===== config.mk =====
export PLATFORM = sky130hd
export DESIGN_NAME = spi_rx_slave
export DESIGN_NICKNAME = d
export VERILOG_FILES = /design/src/rtl/spi_rx_slave.sv
export SDC_FILE = /design/constraint.sdc
export NUM_CORES = 1
export LEC_CHECK = 0
export ABC_AREA = 1
export BUFFER_PORTS_ARGS = -buffer_cell sky130_fd_sc_hd__clkbuf_2
export CAP_MARGIN = 20
export CORE_MARGIN = 8
export CORE_UTILIZATION = 46
export DETAILED_ROUTE_END_ITERATION = 16
export HOLD_SLACK_MARGIN = 0.02
export PLACE_DENSITY = 0.69
export SLEW_MARGIN = 20
export SYNTH_ARGS = -nofsm -noshare
export SYNTH_HDL_FRONTEND = slang
export SYNTH_SLANG_ARGS = --single-unit

===== constraint.sdc =====
create_clock -name clk -period 2.45 [get_ports clk]
set_clock_uncertainty 0.15 [all_clocks]
set_input_delay 0.245 -clock clk [delete_from_list [all_inputs] [get_ports clk]]
set_output_delay 0.245 -clock clk [all_outputs]
set_load 0.1 [all_outputs]

===== src/rtl/spi_rx_slave.sv =====
// +----------------------------------------------------------------------------+
// | spi_rx_slave                                                               |
// | SPI receive endpoint: oversamples CS/SCLK/SDI on clk, deserialises words   |
// | MSB-first onto a valid/ready port, flags framing errors and overruns.      |
// | Optional feature macro: SPI_RX_DC_EN (captures SPI_DC alongside each word) |
// | Revision: 1.0 - initial release                                            |
// +----------------------------------------------------------------------------+
`default_nettype none

module spi_rx_slave #(
  parameter int DATA_WIDTH  = 8,
  parameter int SYNC_STAGES = 2
) (
  input  logic                  clk,
  input  logic                  rst_n,
  input  logic                  spi_cs,
  input  logic                  spi_sclk,
  input  logic                  spi_sdi,
  input  logic                  spi_dc,
  output logic [DATA_WIDTH-1:0] rx_data,
  output logic                  rx_valid,
  input  logic                  rx_ready,
  output logic                  rx_dc,
  output logic                  rx_end,
  output logic                  frame_err,
  output logic                  overrun,
  input  logic                  ovr_clr
);

  localparam int                c_CNT_W    = (DATA_WIDTH > 1) ? $clog2(DATA_WIDTH) : 1;
  localparam logic [c_CNT_W-1:0] c_LAST_BIT = c_CNT_W'(DATA_WIDTH - 1);

  typedef enum logic [0:0] {
    ST_IDLE = 1'b0,
    ST_RECV = 1'b1
  } state_t;

  // Synchronisers and edge detection
  logic [SYNC_STAGES-1:0] r_cs_sync;
  logic [SYNC_STAGES-1:0] r_sclk_sync;
  logic [SYNC_STAGES-1:0] r_sdi_sync;
  logic                   r_cs_d;
  logic                   r_sclk_d;
  logic                   w_cs_q;
  logic                   w_sclk_q;
  logic                   w_cs_rise;
  logic                   w_sclk_rise;

  assign w_cs_q      = r_cs_sync[SYNC_STAGES-1];
  assign w_sclk_q    = r_sclk_sync[SYNC_STAGES-1];
  assign w_cs_rise   = w_cs_q & ~r_cs_d;
  assign w_sclk_rise = w_sclk_q & ~r_sclk_d;

  always_ff @(posedge clk or negedge rst_n) begin
    if (!rst_n) begin
      r_cs_sync   <= '1;
      r_sclk_sync <= '1;
      r_sdi_sync  <= '0;
      r_cs_d      <= 1'b1;
      r_sclk_d    <= 1'b1;
    end else begin
      r_cs_sync   <= {r_cs_sync[SYNC_STAGES-2:0], spi_cs};
      r_sclk_sync <= {r_sclk_sync[SYNC_STAGES-2:0], spi_sclk};
      r_sdi_sync  <= {r_sdi_sync[SYNC_STAGES-2:0], spi_sdi};
      r_cs_d      <= w_cs_q;
      r_sclk_d    <= w_sclk_q;
    end
  end

  // Edge events are registered together so a CS release and the final SCLK
  // edge landing in the same synced cycle are seen by the FSM at once.
  logic r_rise_p;
  logic r_cs_rise_p;
  logic r_cs_p;
  logic r_bit_p;

  always_ff @(posedge clk or negedge rst_n) begin
    if (!rst_n) begin
      r_rise_p    <= 1'b0;
      r_cs_rise_p <= 1'b0;
      r_cs_p      <= 1'b1;
      r_bit_p     <= 1'b0;
    end else begin
      r_rise_p    <= w_sclk_rise;
      r_cs_rise_p <= w_cs_rise;
      r_cs_p      <= w_cs_q;
      r_bit_p     <= r_sdi_sync[SYNC_STAGES-1];
    end
  end

`ifdef SPI_RX_DC_EN
  logic [SYNC_STAGES-1:0] r_dc_sync;
  logic                   r_dc_p;
  logic                   r_word_dc;

  always_ff @(posedge clk or negedge rst_n) begin
    if (!rst_n) begin
      r_dc_sync <= '0;
      r_dc_p    <= 1'b0;
    end else begin
      r_dc_sync <= {r_dc_sync[SYNC_STAGES-2:0], spi_dc};
      r_dc_p    <= r_dc_sync[SYNC_STAGES-1];
    end
  end
`else
  logic w_unused_dc;
  assign w_unused_dc = spi_dc;
  assign rx_dc       = 1'b0;
`endif

  // Receive FSM
  state_t                r_state;
  logic [c_CNT_W-1:0]    r_bit_cnt;
  logic [DATA_WIDTH-1:0] r_shreg;
  logic [DATA_WIDTH-1:0] r_word;
  logic                  r_word_done;
  logic                  r_end_p;
  logic                  r_ferr_p;
  logic [DATA_WIDTH-1:0] w_word;
  logic                  w_last;
  logic [c_CNT_W-1:0]    w_cnt_next;

  assign w_word     = {r_shreg[DATA_WIDTH-2:0], r_bit_p};
  assign w_last     = r_rise_p && (r_bit_cnt == c_LAST_BIT);
  assign w_cnt_next = !r_rise_p ? r_bit_cnt :
                      (w_last ? '0 : r_bit_cnt + 1'b1);

  always_ff @(posedge clk or negedge rst_n) begin
    if (!rst_n) begin
      r_state     <= ST_IDLE;
      r_bit_cnt   <= '0;
      r_shreg     <= '0;
      r_word      <= '0;
      r_word_done <= 1'b0;
      r_end_p     <= 1'b0;
      r_ferr_p    <= 1'b0;
`ifdef SPI_RX_DC_EN
      r_word_dc   <= 1'b0;
`endif
    end else begin
      r_word_done <= 1'b0;
      r_end_p     <= 1'b0;
      r_ferr_p    <= 1'b0;
      case (r_state)
        ST_IDLE: begin
          if (!r_cs_p) begin
            r_state   <= ST_RECV;
            r_bit_cnt <= '0;
            r_shreg   <= '0;
          end
        end
        ST_RECV: begin
          if (r_rise_p) begin
            r_shreg   <= w_word;
            r_bit_cnt <= w_cnt_next;
          end
          if (w_last) begin
            r_word      <= w_word;
            r_word_done <= 1'b1;
`ifdef SPI_RX_DC_EN
            r_word_dc   <= r_dc_p;
`endif
          end
          // Boundary test uses the post-sample count so a coincident final bit ends cleanly.
          if (r_cs_rise_p) begin
            r_state <= ST_IDLE;
            if (w_cnt_next == '0) begin
              r_end_p <= 1'b1;
            end else begin
              r_ferr_p <= 1'b1;
            end
          end
        end
        default: r_state <= ST_IDLE;
      endcase
    end
  end

  // Output stage: handshake, pulses and overrun tracking
  logic w_accept;
  logic w_ovr_set;

  assign w_accept  = rx_valid & rx_ready;
  assign w_ovr_set = r_word_done & rx_valid & ~rx_ready;

  always_ff @(posedge clk or negedge rst_n) begin
    if (!rst_n) begin
      rx_data   <= '0;
      rx_valid  <= 1'b0;
      rx_end    <= 1'b0;
      frame_err <= 1'b0;
      overrun   <= 1'b0;
`ifdef SPI_RX_DC_EN
      rx_dc     <= 1'b0;
`endif
    end else begin
      rx_end    <= r_end_p;
      frame_err <= r_ferr_p;
      if (r_word_done) begin
        rx_data  <= r_word;
        rx_valid <= 1'b1;
`ifdef SPI_RX_DC_EN
        rx_dc    <= r_word_dc;
`endif
      end else if (w_accept) begin
        rx_valid <= 1'b0;
      end
      if (w_ovr_set) begin
        overrun <= 1'b1;
      end else if (ovr_clr) begin
        overrun <= 1'b0;
      end
    end
  end

endmodule

`default_nettype wire


## Word-level counts from Yosys, hierarchy flattened

Index checks and enable logic that the tools add are counted.

| operators by class | value |
|---|---|
| add/sub/neg operators | 1 |
| bitwise operators | 9 |
| equality and inequality tests | 3 |
| mux-type cells | 23 |
| reduce and logical (&&, ||, !) cells | 6 |

Operators with widths:

| kind | number |
|---|---|
| $mux W1 | 14 |
| $mux W7 | 2 |
| $pmux W7 S2 | 1 |
| $mux W3 | 4 |
| $pmux W3 S2 | 1 |
| $and A1 B1 Y1 | 5 |
| $ne A2 B2 Y1 const B | 2 |
| $not A1 Y1 | 4 |
| $reduce_and A2 Y1 | 2 |
| $reduce_bool A2 Y1 | 2 |
| $add A3 B1 Y3 const B | 1 |
| $eq A3 B3 Y1 const B | 1 |
| $logic_not A3 Y1 | 1 |
| $pmux W1 S2 | 1 |
| $logic_and A1 B1 Y1 | 1 |

| storage, ports and cells | value |
|---|---|
| output and inout port bits | 13 |
| bits in registers | 45 |
| logic and storage cells | 62 |
| input bits | 8 |

## Logic depth before layout (Yosys ltp)

| depth | value |
|---|---|
| depth after elaboration | 8 |
| gate-level depth with buffers | 7 |
| mapped depth without buffers | 7 |

## Worst setup path after synthesis

OpenSTA, ideal clock, no wires.

| path | value |
|---|---|
| path kind | reg2reg |
| start point | register rx_valid |
| end point | register overrun |
| path buffers | 0 |
| stages on the path, launching flop included | 3 |
| data arrival time | 1.168 ns |
| slack | 1.048 ns |
| period minus slack after synthesis | 1.402 ns |
| data required time | 2.216 ns |
| setup time | 0.084 ns |
| cells stage by stage | dfrtp_1 -> nand2_1 -> o22ai_1 |

| on the way | value |
|---|---|
| word-level cells in the longest chain between the ends | 3 |
| elaborated cells on any way between the ends | 4 |
| classes of those cells | mux: 1; bitwise: 2; reduce/logical: 1 |

RTL lines:

| what | RTL line | RTL |
|---|---|---|
| start, declared | 21 | `output logic rx_valid,` |
| start signal, assigned | 189 | `rx_valid <= 1'b0;` |
| start signal, assigned | 201 | `rx_valid <= 1'b1;` |
| start signal, assigned | 206 | `rx_valid <= 1'b0;` |
| $and A1 B1 Y1 (*) (2 in a row) | 184 | `assign w_ovr_set = r_word_done & rx_valid & ~rx_ready;` |
| $mux W1 / $reduce_bool A2 Y1 (equally long branches) | - |  |
| end signal, assigned | 192 | `overrun <= 1'b0;` |
| end signal, assigned | 209 | `overrun <= 1'b1;` |
| end signal, assigned | 211 | `overrun <= 1'b0;` |
| end, declared | 26 | `output logic overrun,` |

Mark *: on every way between the ends. The rest lies on a longest branch, timed or not.
A chain may end at the register's enable or synchronous reset.

## Worst setup path after layout

| path | value |
|---|---|
| start point | register r_word_done |
| end point | register overrun |

| on the way | value |
|---|---|
| word-level cells in the longest chain between the ends | 3 |
| elaborated cells on any way between the ends | 4 |
| classes of those cells | mux: 1; bitwise: 2; reduce/logical: 1 |

RTL lines:

| what | RTL line | RTL |
|---|---|---|
| start, declared | 116 | `logic r_word_done;` |
| start signal, assigned | 134 | `r_word_done <= 1'b0;` |
| start signal, assigned | 141 | `r_word_done <= 1'b0;` |
| start signal, assigned | 159 | `r_word_done <= 1'b1;` |
| $and A1 B1 Y1 (*) (2 in a row) | 184 |  |
| $mux W1 / $reduce_bool A2 Y1 (equally long branches) | - |  |

Marked as above.

==> metrics.yaml <==
power:
  combPwrFrac: 0.110
  seqPwrFrac: 0.566
  internal-power_mw: 1.07
  swShare: 0.245
  leakage_nw: 1.00
  ir_drop_mv: 0.397
  switchingPower_uw: 348
  p_per_area_nw_per_um2: 733
  clkPwrFrac: 0.325
floorplanning:
  dieArea_um2: 5770
  row_count: 21
  core_area_um2: 3390
  die_x_um: 76.0
  die_h_um: 76.0
  ios: 21
  start_util: 0.488
synthesis:
  avgSynthCellArea_um2: 11.3
  netlist_area_um2: 1650
  synth_nets: 157
  ys_seq_elements: 45
  ys.flop_type: "dfrtp_1"
  synth_edf_count: 0
  syn-instance-count: 147
  synth_area_leaders: "dfrtp_1 (59%), dfstp_2 (9.5%), nand2_1 (8.2%)"
  ys_seq_area_frac: 0.685
  yosysMostFrequentCell: "dfrtp_1"
  yosysTopAreaCell: "dfrtp_1"
  synth.top_cells.by_count: "dfrtp_1 (39), nand2_1 (36), inv_1 (18)"
  ys_warn_count: 0
  synth_top_area_share: 0.590
  async_flop_share: 1.00
  ys_types: 19
sta:
  setup_viol: 0
  final-hold-violation-count: 0
  holdWs_ns: 0.204
  rsz0062_at_grt: "no"
  min_period_ns: 1.72
  slew_headroom: 0.376
  finalMaxSlewViolations: 0
  period_share: 0.704
  tightestPinTransition_ns: 0.936
  max_freq_mhz: 580
  setup_tns_ns: 0
detailed_routing:
  wl_mm: 2.45
  first_pass_iters: 4
  routed_via_density: 4.58
  avgRoutedWirePerCell_um: 11.0
  drt_iter0_drc: 64
  final_antenna_net_count: 0
  vias: 1027
  route.detailed.drc: 0
grt:
  grt_pass1_wl_mm: 4.42
  grt.overflow.total: 0
  grt_max_degree: 42
  grt_pass1_vias: 1033
  antenna_found_initial: 0
  grt.total_usage: 0.0928
worst_setup_path:
  startpoint: "r_word_done"
  end_kind: "flip-flop"
  worstReg2RegStart: "r_word_done"
  cp_data_required_time_ns: 2.60
  worstSetupStartpointType: "flip-flop"
  cp.arrival_ns: 1.87
  worst-path-max-fanout: 10
  crit_chain: "clkinv_1, o22ai_1, dlygate4sd3_1"
  slowest_delay_ns: 0.56
  critPathSlowestCell: "dlygate4sd3_1"
  critPathKind: "flip-flop to flip-flop"
worst_hold_path:
  min_from: "r_sclk_sync[0]"
  hold_class: "flip-flop to flip-flop"
clocking:
  cts_tree: "done"
  h-tree-depth: 2
  cts_sinks: 45
  cts_buffers: 5
  root_buffer: "clkbuf_4"
  clockBufferDepth: 2
  cts.clk_slew.worst_paths_ns: 0.12
  insertion_delay_ns: 0.35
run:
  drv_cap: 0
final_layout:
  syn_to_final_growth_pct: 17.3
  drive_gt1_frac: 0.258
  fin_nets: 187
  nFillCells: 280
  num_antenna_cells: 0
placed_design:
  portBuffers: 18
  gp_congestion: 0.755
  hpwl_mm: 1.77
outcome:
  status: "finished clean"
[layout by cell type (no fill, tap or decap), drive strengths merged]
cell type and instances:
nand2 39, o21ai 11, conb 1, nor2 7
nand3 7, o22ai 10, or2 1, dlygate4sd3 7
inv 18, bufinv 1, buf 2, clkbuf 25
a21oi 1, dfstp 6, ha 2, clkinv 1
dfrtp 39
[path summary, 6_finish.rpt]
kind,end,slack (ns),cells past startpoint
worst min register to register,r_sclk_sync[1],0.20,0
worst max-delay path,overrun,0.73,3
max in group asynchronous,r_sclk_sync[0],1.04,3
worst min-delay path,r_sclk_sync[1],0.20,0
min in group asynchronous,rx_data[7],0.41,2
worst max register to register,overrun,0.73,3
[critical path: cells and delay by family, from the launching register on]
| kind | cells | cell delay [ns] |
|---|---|---|
| AO/OA/AOI/OAI | 1 | 0.17 |
| flip-flops | 1 | 0.50 |
| buffers and inverters | 2 | 0.84 |
[final cells by class]
class / instances / area (um^2) / area share
repair buffers: 27 / 175 / 0.0903
multi-input cells: 79 / 418 / 0.215
well taps: 46 / 57.6 / 0.0297
inverters: 19 / 71.3 / 0.0368
flip-flops and latches: 45 / 1130 / 0.584
clock buffers: 7 / 55.1 / 0.0284
clock inverters: 1 / 30.0 / 0.0155
[logic make-up (layout without fill, tap and decap cells)]
logic type	after synthesis	count (layout)	synth area share
other	1	1	0.00227
adders and majority gates	2	2	0.0151
AOI/OAI and AO/OA	22	22	0.0923
and+or+nand+nor	54	54	0.143
DFF	45	45	0.685
buffers and inverters	23	54	0.0620
[metal layers]
metal,GRT usage,routed length (um),vias to the layer above
li1,-,-,523
met1,0.0945,1060,471
met2,0.148,1130,24
met3,0.0389,192,9
met4,0.0706,73,0
met5,0,0,-
[what timing repair did]
action,4_1_cts,5_1_grt
hold buffers,7,0
setup buffers,0,0
resized for setup,0,0
hold endpoints to repair,44,0
[stage by stage]
step                total power [mW]  setup slack, ns  std cells  area (um^2)  utilization
floorplan                      0.926             1.05        147         1650            -
global placement               0.962             1.01        209         1790        0.527
detailed placement             0.969            0.947        209         1790        0.527
CTS                             1.44            0.702        224         1940        0.573
global route                    1.49            0.576        224         1940        0.573
finish                          1.42            0.726        224         1940        0.573
[power by group through the flow]
stage	combinational (mW)	sequential, mW	clock, mW
3_3_place_gp	0.144	0.818	0
5_1_grt	0.179	0.810	0.505
3_5_place_dp	0.149	0.819	0
6_report	0.156	0.805	0.462
2_1_floorplan	0.0877	0.838	0
4_1_cts	0.157	0.805	0.479
[registers in the layout (all words and copies together), names as in the netlist, 2 cells and up]
name and flops:
r_shreg 7, r_sdi_sync 2, r_bit_cnt 3, r_cs_sync 2, r_word 8, r_sclk_sync 2
rx_data 8
Note: power is estimated with default switching activity, not from simulation.
